File: config.mk
export PLATFORM = sky130hd
export DESIGN_NAME = alu4_nibble_seq
export DESIGN_NICKNAME = d
export VERILOG_FILES = /design/src/rtl/alu4_nibble_seq.sv
export SDC_FILE = /design/constraint.sdc
export NUM_CORES = 1
export LEC_CHECK = 0
export ABC_AREA = 0
export BUFFER_PORTS_ARGS = -buffer_cell sky130_fd_sc_hd__clkbuf_2
export CELL_PAD_IN_SITES_DETAIL_PLACEMENT = 1
export CELL_PAD_IN_SITES_GLOBAL_PLACEMENT = 2
export CORE_MARGIN = 4
export CORE_UTILIZATION = 31
export CTS_CLUSTER_DIAMETER = 80
export DETAILED_ROUTE_END_ITERATION = 10
export GPL_TIMING_DRIVEN = 0
export HOLD_SLACK_MARGIN = 0.15
export PLACE_DENSITY = 0.89
export SLEW_MARGIN = 20
export SYNTH_ARGS = -nofsm -noshare
export SYNTH_HDL_FRONTEND = slang
export SYNTH_SLANG_ARGS = --single-unit
File: constraint.sdc
create_clock -name clk -period 1.6 [get_ports clk]
set_input_delay 0.08 -clock clk [delete_from_list [all_inputs] [get_ports clk]]
set_output_delay 0.08 -clock clk [all_outputs]
set_load 0.01 [all_outputs]
File: src/rtl/alu4_nibble_seq.sv
// Sequences WIDTH-bit operations through an external 4-bit ALU, LSB nibble first.
// Optional `ALU4_NIBBLE_SEQ_OPCNT_EN adds a 16-bit response-handshake counter output op_count.
//
// state | meaning
// IDLE  | ready for a command, ALU inputs held at 0
// RUN   | one nibble per cycle through the ALU, carry chained
// DONE  | response presented until resp_ready
module alu4_nibble_seq #(
    parameter int WIDTH = 16
) (
    input  logic             clk,
    input  logic             rst,
    input  logic             req_valid,
    output logic             req_ready,
    input  logic [2:0]       req_op,
    input  logic [WIDTH-1:0] req_a,
    input  logic [WIDTH-1:0] req_b,
    output logic             resp_valid,
    input  logic             resp_ready,
    output logic [WIDTH-1:0] resp_result,
    output logic             resp_carry,
    output logic             resp_overflow,
    output logic             resp_zero,
    output logic             resp_size,
    output logic [3:0]       alu_a,
    output logic [3:0]       alu_b,
    output logic [2:0]       alu_c,
    output logic             alu_cin,
    input  logic [3:0]       alu_result,
    input  logic             alu_carry,
    input  logic             alu_overflow
`ifdef ALU4_NIBBLE_SEQ_OPCNT_EN
    ,
    output logic [15:0]      op_count
`endif
);

    localparam int NIB = WIDTH / 4;
    localparam int IW  = (NIB > 2) ? $clog2(NIB) : 1;

    typedef enum logic [1:0] {
        IDLE = 2'd0,
        RUN  = 2'd1,
        DONE = 2'd2
    } state_t;

    state_t state, state_nx;

    logic [WIDTH-1:0] a_q, b_q, res_q, res_nx;
    logic [2:0]       op_q;
    logic [IW-1:0]    idx;
    logic             carry_q;
    logic             carry_f, ovf_f, zero_f, size_f;
    logic             arith, inv_b, last;

    logic             req_ready_i, resp_valid_i, alu_cin_i;
    logic [3:0]       alu_a_i, alu_b_i;
    logic [2:0]       alu_c_i;

    // sub, less-than and equal all run as a + ~b + 1 through the ALU adder
    assign inv_b  = (op_q == 3'b001) || (op_q == 3'b110) || (op_q == 3'b111);
    assign arith  = inv_b || (op_q == 3'b000);
    assign last   = (idx == IW'(NIB - 1));
    assign res_nx = {alu_result, res_q[WIDTH-1:4]};

    always_ff @(posedge clk) begin
        if (rst) begin
            state <= IDLE;
        end else begin
            state <= state_nx;
        end
    end

    always_comb begin
        state_nx     = state;
        req_ready_i  = 1'b0;
        resp_valid_i = 1'b0;
        alu_a_i      = 4'd0;
        alu_b_i      = 4'd0;
        alu_c_i      = 3'd0;
        alu_cin_i    = 1'b0;
        case (state)
            IDLE: begin
                req_ready_i = 1'b1;
                if (req_valid) begin
                    state_nx = RUN;
                end
            end
            RUN: begin
                alu_a_i   = a_q[3:0];
                alu_b_i   = inv_b ? ~b_q[3:0] : b_q[3:0];
                alu_c_i   = arith ? 3'b000 : op_q;
                alu_cin_i = (idx == '0) ? inv_b : (arith & carry_q);
                if (last) begin
                    state_nx = DONE;
                end
            end
            DONE: begin
                resp_valid_i = 1'b1;
                if (resp_ready) begin
                    state_nx = IDLE;
                end
            end
            default: state_nx = IDLE;
        endcase
    end

    // Operands shift right so the current nibble is always at [3:0];
    // results shift in from the top so nibble 0 ends up at the bottom.
    always_ff @(posedge clk) begin
        if (rst) begin
            a_q     <= '0;
            b_q     <= '0;
            res_q   <= '0;
            op_q    <= 3'd0;
            idx     <= '0;
            carry_q <= 1'b0;
            carry_f <= 1'b0;
            ovf_f   <= 1'b0;
            zero_f  <= 1'b0;
            size_f  <= 1'b0;
        end else begin
            case (state)
                IDLE: begin
                    if (req_valid) begin
                        a_q     <= req_a;
                        b_q     <= req_b;
                        op_q    <= req_op;
                        idx     <= '0;
                        carry_q <= 1'b0;
                    end
                end
                RUN: begin
                    a_q     <= a_q >> 4;
                    b_q     <= b_q >> 4;
                    res_q   <= res_nx;
                    carry_q <= alu_carry;
                    idx     <= idx + 1'b1;
                    if (last) begin
                        carry_f <= arith & alu_carry;
                        ovf_f   <= arith & alu_overflow;
                        zero_f  <= (res_nx == '0);
                        case (op_q)
                            3'b110:  size_f <= res_nx[WIDTH-1] ^ alu_overflow;
                            3'b111:  size_f <= (res_nx == '0);
                            default: size_f <= 1'b0;
                        endcase
                    end
                end
                default: ;
            endcase
        end
    end

    // Every output reads 0 for the whole cycle rst is high, not just after the edge.
    assign req_ready     = req_ready_i & ~rst;
    assign resp_valid    = resp_valid_i & ~rst;
    assign resp_result   = res_q & {WIDTH{~rst}};
    assign resp_carry    = carry_f & ~rst;
    assign resp_overflow = ovf_f & ~rst;
    assign resp_zero     = zero_f & ~rst;
    assign resp_size     = size_f & ~rst;
    assign alu_a         = alu_a_i & {4{~rst}};
    assign alu_b         = alu_b_i & {4{~rst}};
    assign alu_c         = alu_c_i & {3{~rst}};
    assign alu_cin       = alu_cin_i & ~rst;

`ifdef ALU4_NIBBLE_SEQ_OPCNT_EN
    logic [15:0] cnt_q;

    always_ff @(posedge clk) begin
        if (rst) begin
            cnt_q <= 16'd0;
        end else if (state == DONE && resp_ready) begin
            cnt_q <= cnt_q + 16'd1;
        end
    end

    assign op_count = cnt_q & {16{~rst}};
`endif

endmodule

Yosys cells after proc, flatten, opt, wreduce, memory -nomap -nowiden
Index checks and enable logic that the tools add are counted.

storage, ports and cells
  memories = 0
  memory bits (writable) = 0
  bits of input ports = 45
  memory bits (read-only) = 0
  bits in registers = 60
  bits in latches = 0
  word-level logic and storage cells = 72

operators by class
  bitwise logic cells = 17
  shift-type cells = 0
  $lt $le $gt $ge = 0
  add/subtract/negate cells = 1
  mux-type cells = 22
  eq/ne operators = 9
  multiply operators = 0
  div/mod/pow operators = 0
  reduce and logical (&&, ||, !) cells = 12

operators by type and width
  cell                number
  $pmux 16 s2         2
  $mux 16             2
  $and 16x16->16      1
  $logic_not 16->1    1
  $mux 4              3
  $and 1x1->1         10
  $and 4x4->4         2
  $mux 2              4
  $eq 3x3->1 const B  2
  $mux 3              2
  $ne 2x2->1 const B  3
  $pmux 2 s3          1
  $reduce_and 2->1    3
  $mux 1              5
  $eq 2x2->1 const B  2
  $logic_not 2->1     2
  $not 4->4           1
  $pmux 1 s2          2
  $pmux 2 s2          1
  $and 3x3->3         1
  $eq 3x1->1 const B  1
  $logic_not 3->1     1
  $logic_or 1x1->1    3
  $reduce_and 3->1    1
  other kinds (5)     5

Longest topological paths before layout
Gate-level depths: netlist of the first run.

  word-level depth = 8
  mapped depth = 6
  depth with buffers taken out = 4

Worst setup path after synthesis of the first run
OpenSTA, ideal clock, no wires.

  kind = reg2out
  start = register state[0]
  end = output port alu_c[2]
  cell stages (with the launch flop) = 6
  data required time = 1.520 ns
  slack = 0.320 ns
  data arrival time = 1.200 ns
  buffers on the path = 2
  cell sequence = dfxtp_1 -> buf_6 -> nor2b_4 -> buf_6 -> nand2_1 -> nor3b_1

between the ends
  cells in the longest elaborated chain, start to end = 3

ends and longest elaborated chain
  what                    RTL line  source
  start, declared         47        state_t state, state_nx;
  start signal, assigned  70        state <= state_nx;
  $eq 2x1->1              82        case (state)
  $mux 3                  82
  $and 3x3->3             165       assign alu_c = alu_c_i & {3{~rst}};
  end, declared           27        output logic [2:0] alu_c,

No other way between the ends.

Worst setup path in the final report of the first run
  start = register op_q[2]
  end = output port alu_b[0]

between the ends
  cells in the longest elaborated chain, start to end = 6
  elaborated cells between the ends (all ways) = 8

ends and longest elaborated chain
  what                                             RTL line  source
  start, declared                                  50        logic [2:0] op_q;
  start signal, assigned                           128       op_q <= req_op;
  $eq 3x1->1 / $eq 3x3->1 (equally long branches)  61        assign inv_b = (op_q == 3'b001) || (op_q == 3'b110) || (op_q == 3'b111);
  $logic_or 1x1->1                                 61
  $logic_or 1x1->1 (*)                             61
  $mux 4 (*)                                       91        alu_b_i = inv_b ? ~b_q[3:0] : b_q[3:0];
  $mux 4 (*)                                       82
  $and 4x4->4 (*)                                  164       assign alu_b = alu_b_i & {4{~rst}};
  end, declared                                    26        output logic [3:0] alu_b,

Mark *: on every way between the ends. The rest lies on a longest branch, timed or not.

==> results of run 1 <==
==> path summary, 6_finish.rpt <==
path,slack [ns],to,cells past startpoint,startpoint
setup / recovery,0.04,alu_b[0],5,op_q[2]
hold / removal,0.23,size_f,4,rst
setup reg to reg,0.08,op_q[2],6,state[0]
hold reg to reg,0.45,idx[0],1,idx[0]
==> area by class of cell <==
cell class                 count  area share [%]
buffer                        26            5.01
clock buffer                  11            3.63
clock inverter                 5            1.20
inverter                       4           0.360
multi-input combinational    218            36.5
sequential                    60            29.2
tap                          108            3.24
timing repair buffer         127            20.9
==> layer usage <==
layer	wire [um]	global-route usage, %	vias to the layer above
li1	-	-	1368
met1	3930	19.6	1317
met2	4550	28.8	74
met3	478	5.85	10
met4	73	3.61	0
met5	0	0	-
==> per-stage QoR <==
step | cell area (um^2) | worst slack [ns] | total power, mW | instances
final | 4170 | 0.0378 | 3.85 | 559
after floorplan | 2850 | 0.320 | 2.14 | 308
after detailed placement | 3370 | 0.0657 | 2.36 | 493
after global routing | 4170 | -0.0627 | 4.05 | 559
after global placement | 3370 | 0.141 | 2.34 | 493
after CTS | 4090 | 0.00291 | 3.86 | 555
==> what timing repair did <==
action / CTS / global route
setup buffers: 4 / 4
endpoints found under the setup margin: 12 / 11
hold buffers: 42 / 0
endpoints found under the hold margin: 44 / 0
pin swaps: 0 / 1
resized for setup: 16 / 21
==> cells in the final DEF (no fill, tap or decap), drive strengths merged <==
cell         netlist  final
buf               25     38
a32oi              1      1
nor2              39     39
clkbuf             1     84
nor3b              7      7
inv                4      4
o21a               5      5
xor2               1      1
nor3               9      9
bufinv             0      1
mux2i              3      3
nor4               4      4
o21ba              1      1
clkinv             0      4
o21bai             1      1
nand3b             2      2
a22o               1      1
and3b              1      1
a21oi              5      5
nand2             52     52
a22oi             10     10
nand4              1      1
dlygate4sd3        0     42
a211oi             1      1
o22a              16     16
nand2b             1      1
a311oi            24     24
and2               5      5
o21ai              1      1
nor2b             21     21
o2111ai            1      1
ha                 2      2
xnor2              1      1
dfxtp             60     60
nand3              2      2
==> power by group <==
| group | internal [mW] | total (mW) | switching, mW |
|---|---|---|---|
| Clock | 0.793 | 1.39 | 0.597 |
| Sequential | 1.62 | 1.70 | 0.0803 |
| Combinational | 0.380 | 0.762 | 0.382 |
==> cells in the mapped netlist <==
master	instances
mux2i_1	3
nand3b_1	2
nand3_1	2
buf_6	10
nand2b_1	1
and2_1	5
a211oi_1	1
a22oi_1	10
nor2b_4	1
clkbuf_1	1
nor3b_2	2
o21ai_0	1
nor2b_1	20
nor3b_1	4
buf_4	2
o2111ai_1	1
o21ba_4	1
and3b_1	1
nand2_1	52
o21bai_2	1
ha_1	2
nor2_1	39
o21a_1	5
a311oi_1	7
nor3b_4	1
a21oi_1	5
inv_1	4
a311oi_2	17
o22a_1	16
a22o_1	1
nor4_1	4
nor3_1	9
buf_2	13
xor2_1	1
nand4_1	1
a32oi_1	1
xnor2_1	1
dfxtp_1	60
==> flip-flops by register name (all words and copies together), names as in the netlist <==
| name | count |
|---|---|
| res_q | 16 |
| carry_f | 1 |
| a_q | 16 |
| ovf_f | 1 |
| op_q | 3 |
| carry_q | 1 |
| zero_f | 1 |
| state | 2 |
| idx | 2 |
| size_f | 1 |
| b_q | 16 |
==> worst max-delay path: cells and delay by family (launching register included) <==
kind            cells  cell delay, ns
flops               1            0.38
compound gates      1            0.20
simple gates        2            0.29
buf+inv             2            0.28
==> logic make-up after synthesis <==
family,synth area share [%]
simple gates,24.6
xor+xnor,0.615
fa+ha+maj,0.879
flops,42.2
mux,1.05
buf+inv,7.42
compound gates,23.2
==> results.md, run 1 <==
- Outcome: finished clean
- Cts bufs inserted: 9
- Initial antenna violation count: 0
- Crit Path Max Fanout: 10
- Area leader, netlist: dfxtp_1
- Number of routed nets with antenna violations: 0
- Register Area: approximately 0.0012 mm^2
- Sequential area share after synthesis: between 40% and 50%
- CTS clk-pin slew, worst paths: around 0.060 ns
- DRC: 0
- Tcrit/Tclk final: 97.6%
- Setup Skew: 0.00896 ns
- Placer Congestion: between 0.8 and 0.9
- Clk_lat worst skew: roughly 0.34 ns
- VDD IR max: 0.418 mV
- Largest cells by area after synthesis: dfxtp_1, a311oi_2, nand2_1, nor2_1, o22a_1
- Die width: approximately 100 um
- Worst slew pin tran: ~0.51 ns
- Synthesized Nets: about 360
- Via/cell ratio: 4.95
- # diodes: 0
- Multi-input gate area: approximately 0.0015 mm^2
- Initial DRC count: 53
- Gr ovfl total: 0
- CTS tree: yes
- Starting Density: between 30 and 40%
- Max-cap violations: 0
- Crit start category: register
- Synthesized cell area: roughly 0.0028 mm^2
- # H-tree levels: 3
- Layout area overhead: 46.4%
- Vias: around 2800
- Syn Inst Count: 308
- Core Rows: 34
- Final Hold Fails: 0
- Syn_area_per_cell: 9.25 um^2
- Max Clk Rate: between 600 and 700 MHz
- First-pass GRT wire length: around 14000 um
- Crit-path cells: and2_4, buf_6, o21a_1, nor3_4, buf_2
- DP HPWL: 6340 um
- Layout Nets: approximately 500
- Pin count of the biggest net entering global routing: 11
- DR WL/cell: about 16 um
- Slew Viols, Final: 0
- Leakage: between 1.5 and 2 nW
- Slew margin rel.: between 60% and 70%
- RSZ-0062 raised after global routing: true
- # fillers: 1021
- Core area: 0.00885 mm^2
- Total I/O pin count: 79
- Crit path time final: between 1.5 and 2 ns
- CP max-delay cell: dfxtp_4
- Overall global routing resource usage: between 10% and 20%
- Fin Setup TNS: 0 ns
- Hold slack final: between 0.2 and 0.25 ns
- Die span in y: between 100 and 150 um
- CTS sink count: 60
- Vias in the first global route: between 2000 and 3000
- Synth warnings: 0
- Worst path max stage delay: 0.38 ns
- Max clock buf depth: 2
- WP data required: about 1.5 ns
- Seq cells post-synth: 60
- Power per cell area: 923 mW/mm^2
- TritonRoute pass-1 iters: 4
- Fin util: about 47%
- Library cells used by synthesis: 38
- CTS root buffer: clkbuf_8
- Fraction of layout cells with a size suffix above 1: between 30% and 40%
- WP data arrival: ~1.5 ns
- CP endpoint kind: output port
- WS Path Type: register to output port
- Die ar.: 0.0108 mm^2
- # setup viols final: 0
- Worst hold-check path type: input pin to register
- IO buf count: 77
- Total wire length: approximately 9000 um
- Share of the synthesized area in the top cell type: 42.2%
Power figures use the tool's default switching activity.
==> run 2, diff against run 1 <==
--- a/config.mk
+++ b/config.mk
@@ -6,16 +6,16 @@
 export NUM_CORES = 1
 export LEC_CHECK = 0
 export ABC_AREA = 0
-export BUFFER_PORTS_ARGS = -buffer_cell sky130_fd_sc_hd__clkbuf_2
 export CELL_PAD_IN_SITES_DETAIL_PLACEMENT = 1
 export CELL_PAD_IN_SITES_GLOBAL_PLACEMENT = 2
 export CORE_MARGIN = 4
-export CORE_UTILIZATION = 31
+export CORE_UTILIZATION = 37
 export CTS_CLUSTER_DIAMETER = 80
 export DETAILED_ROUTE_END_ITERATION = 10
+export DONT_BUFFER_PORTS = 1
 export GPL_TIMING_DRIVEN = 0
 export HOLD_SLACK_MARGIN = 0.15
-export PLACE_DENSITY = 0.89
+export PLACE_DENSITY = 0.87
 export SLEW_MARGIN = 20
 export SYNTH_ARGS = -nofsm -noshare
 export SYNTH_HDL_FRONTEND = slang
==> run 2 against run 1 <==
Against the previous run: non-clock buffer count decreased by 74; largest cell class unchanged; critical endpoint is now alu_cin; clock power increased by 14%; register-to-register slack barely moved.
==> results.md, run 2 (same netlist as run 1, synthesis figures left out) <==
- Register Area: about 0.0012 mm^2
- Max clock buf depth: 2
- WP data required: between 1.5 and 2 ns
- Placer Congestion: around 0.8
- Largest regs: a_q: 16 flops, b_q: 16 flops, res_q: 16 flops
- Worst hold-check path type: input pin to register
- Initial antenna violation count: 0
- Placed Cells: 407
- # fillers: roughly 830
- CP endpoint kind: output port
- DR WL/cell: approximately 19 um
- Pin count of the biggest net entering global routing: 11
- Commonest non-fill, non-tap cell in the layout: dfxtp_1
- Crit path time final: approximately 1.6 ns
- Clk_lat worst skew: between 0.3 and 0.4 ns
- DRC: 0
- Leakage: 1.53 nW
- Worst slew pin tran: between 0.5 and 0.6 ns
- # setup viols final: 0
- Starting Density: roughly 39%
- CTS tree: yes
- Slew margin rel.: roughly three fifths
- DP Worst Slack: roughly 0.13 ns
- Post-Layout Cell Count: about 480
- Total wire length: roughly 9000 um
- CTS sink count: 60
- Slew Viols, Final: 0
- CTS clk-pin slew, worst paths: 0.06 ns
- Core area: around 0.0074 mm^2
- Worst path setup slack after routing: 0.0402 ns
- Via/cell ratio: about 5.3
- WS Path Type: register to output port
- Outcome: finished clean
- Setup Skew: 0.0101 ns
- Core Rows: 31
- Crit start category: register
- IO buf count: 0
- Die span in y: 95.7 um
- WP data arrival: approximately 1.5 ns
- Crit Path Max Fanout: 9
- Cts bufs inserted: 9
- Max-cap violations: 0
- Number of routed nets with antenna violations: 0
- Power per cell area: just over 1000 mW/mm^2
- # H-tree levels: 3
- CTS root buffer: clkbuf_8
- Die width: between 90 and 100 um
- Overall global routing resource usage: between 20% and 30%
- Layout Nets: approximately 420
- Layout area overhead: 36.3%
- Gr ovfl total: 0
- Multi-input gate area: roughly 0.0016 mm^2
- Initial DRC count: 94
- Total I/O pin count: between 70 and 80
- # diodes: 0
- Die ar.: approximately 0.0092 mm^2
- Most frequent cells in the layout: dfxtp_1, nand2_1, dlygate4sd3_1, nor2_1, nor2b_1
- VDD IR max: roughly 0.66 mV
- Max Clk Rate: 641 MHz
- Fraction of layout cells with a size suffix above 1: approximately a quarter
- Tcrit/Tclk final: between 90% and 100%
- Fin util: between 50% and 60%
- DP HPWL: 5700 um
- Vias: about 2500
- First-pass GRT wire length: 14100 um
- Final Hold Fails: 0
- TritonRoute pass-1 iters: 4
- Vias in the first global route: 2765
[run 2: changes by cell type in the layout (fill, tap and decap cells not counted), moves of 2 or more]
cell      delta
nor3b_2      -4
dfxtp_2      -2
clkbuf_2    -72
clkinv_2     -2
buf_2        -5
nor3_1       -2
dfxtp_1      +3
nor3_4       +3
nor3b_4      +3
buf_4        +2
[run 2: cell type report]
class / count / share of cell area [%]
Timing Repair Buffer: 53 / 13.1
Tap cell: 99 / 3.19
Buffer: 26 / 5.48
Multi-Input combinational cell: 218 / 40.6
Clock inverter: 4 / 1.81
Inverter: 4 / 0.387
Clock buffer: 12 / 4.26
Sequential cell: 60 / 31.2
[run 2: through the flow]
stage | hold slack, ns | area [um^2] | power (mW) | TNS, ns
floorplan | 0.221 | 2850 | 2.14 | 0
global placement | 0.223 | 2970 | 2.25 | 0
detailed placement | 0.231 | 2970 | 2.27 | 0
CTS | 0.164 | 3780 | 4.00 | 0
global route | 0.242 | 3880 | 4.20 | -0.0535
finish | 0.232 | 3880 | 4.02 | 0
[run 2: layer usage]
layer  global-route usage, %  vias to the layer above  part of all wire (%)
met5                       0                        -                     0
met4                    6.40                        0                   1.4
met3                    6.72                        9                   5.2
met2                    37.6                       68                    54
met1                    22.1                     1232                    40
li1                        -                     1219                     -
[run 2: worst paths after layout]
kind | from | slack [ns] | cells past startpoint | end
max | op_q[0] | 0.04 | 4 | alu_cin
min | req_valid | 0.23 | 3 | idx[1]
max reg2reg | state[0] | 0.07 | 6 | op_q[2]
min reg2reg | carry_f | 0.45 | 2 | carry_f
[run 2: where the power goes]
| part | switching [mW] | internal [mW] | leakage [nW] |
|---|---|---|---|
| logic | 0.385 | 0.342 | 0.907 |
| registers | 0.0822 | 1.62 | 0.497 |
| clock network | 0.592 | 0.999 | 0.122 |
| total | 1.06 | 2.96 | 1.53 |
[run 2: worst max-delay path, cell delays in order, from the launching register on]
cell	delay, ns
dfxtp_2	0.38
nor3b_4	0.25
buf_6	0.18
o21ai_0	0.12
a21oi_2	0.22
[run 2: repair_timing]
item	CTS	global route
gates resized for setup	25	11
cloned	0	0
endpoints found under the hold margin	45	0
pin swaps	3	6
buffers inserted	2	8
setup endpoints to repair	12	11
hold buffers	43	0
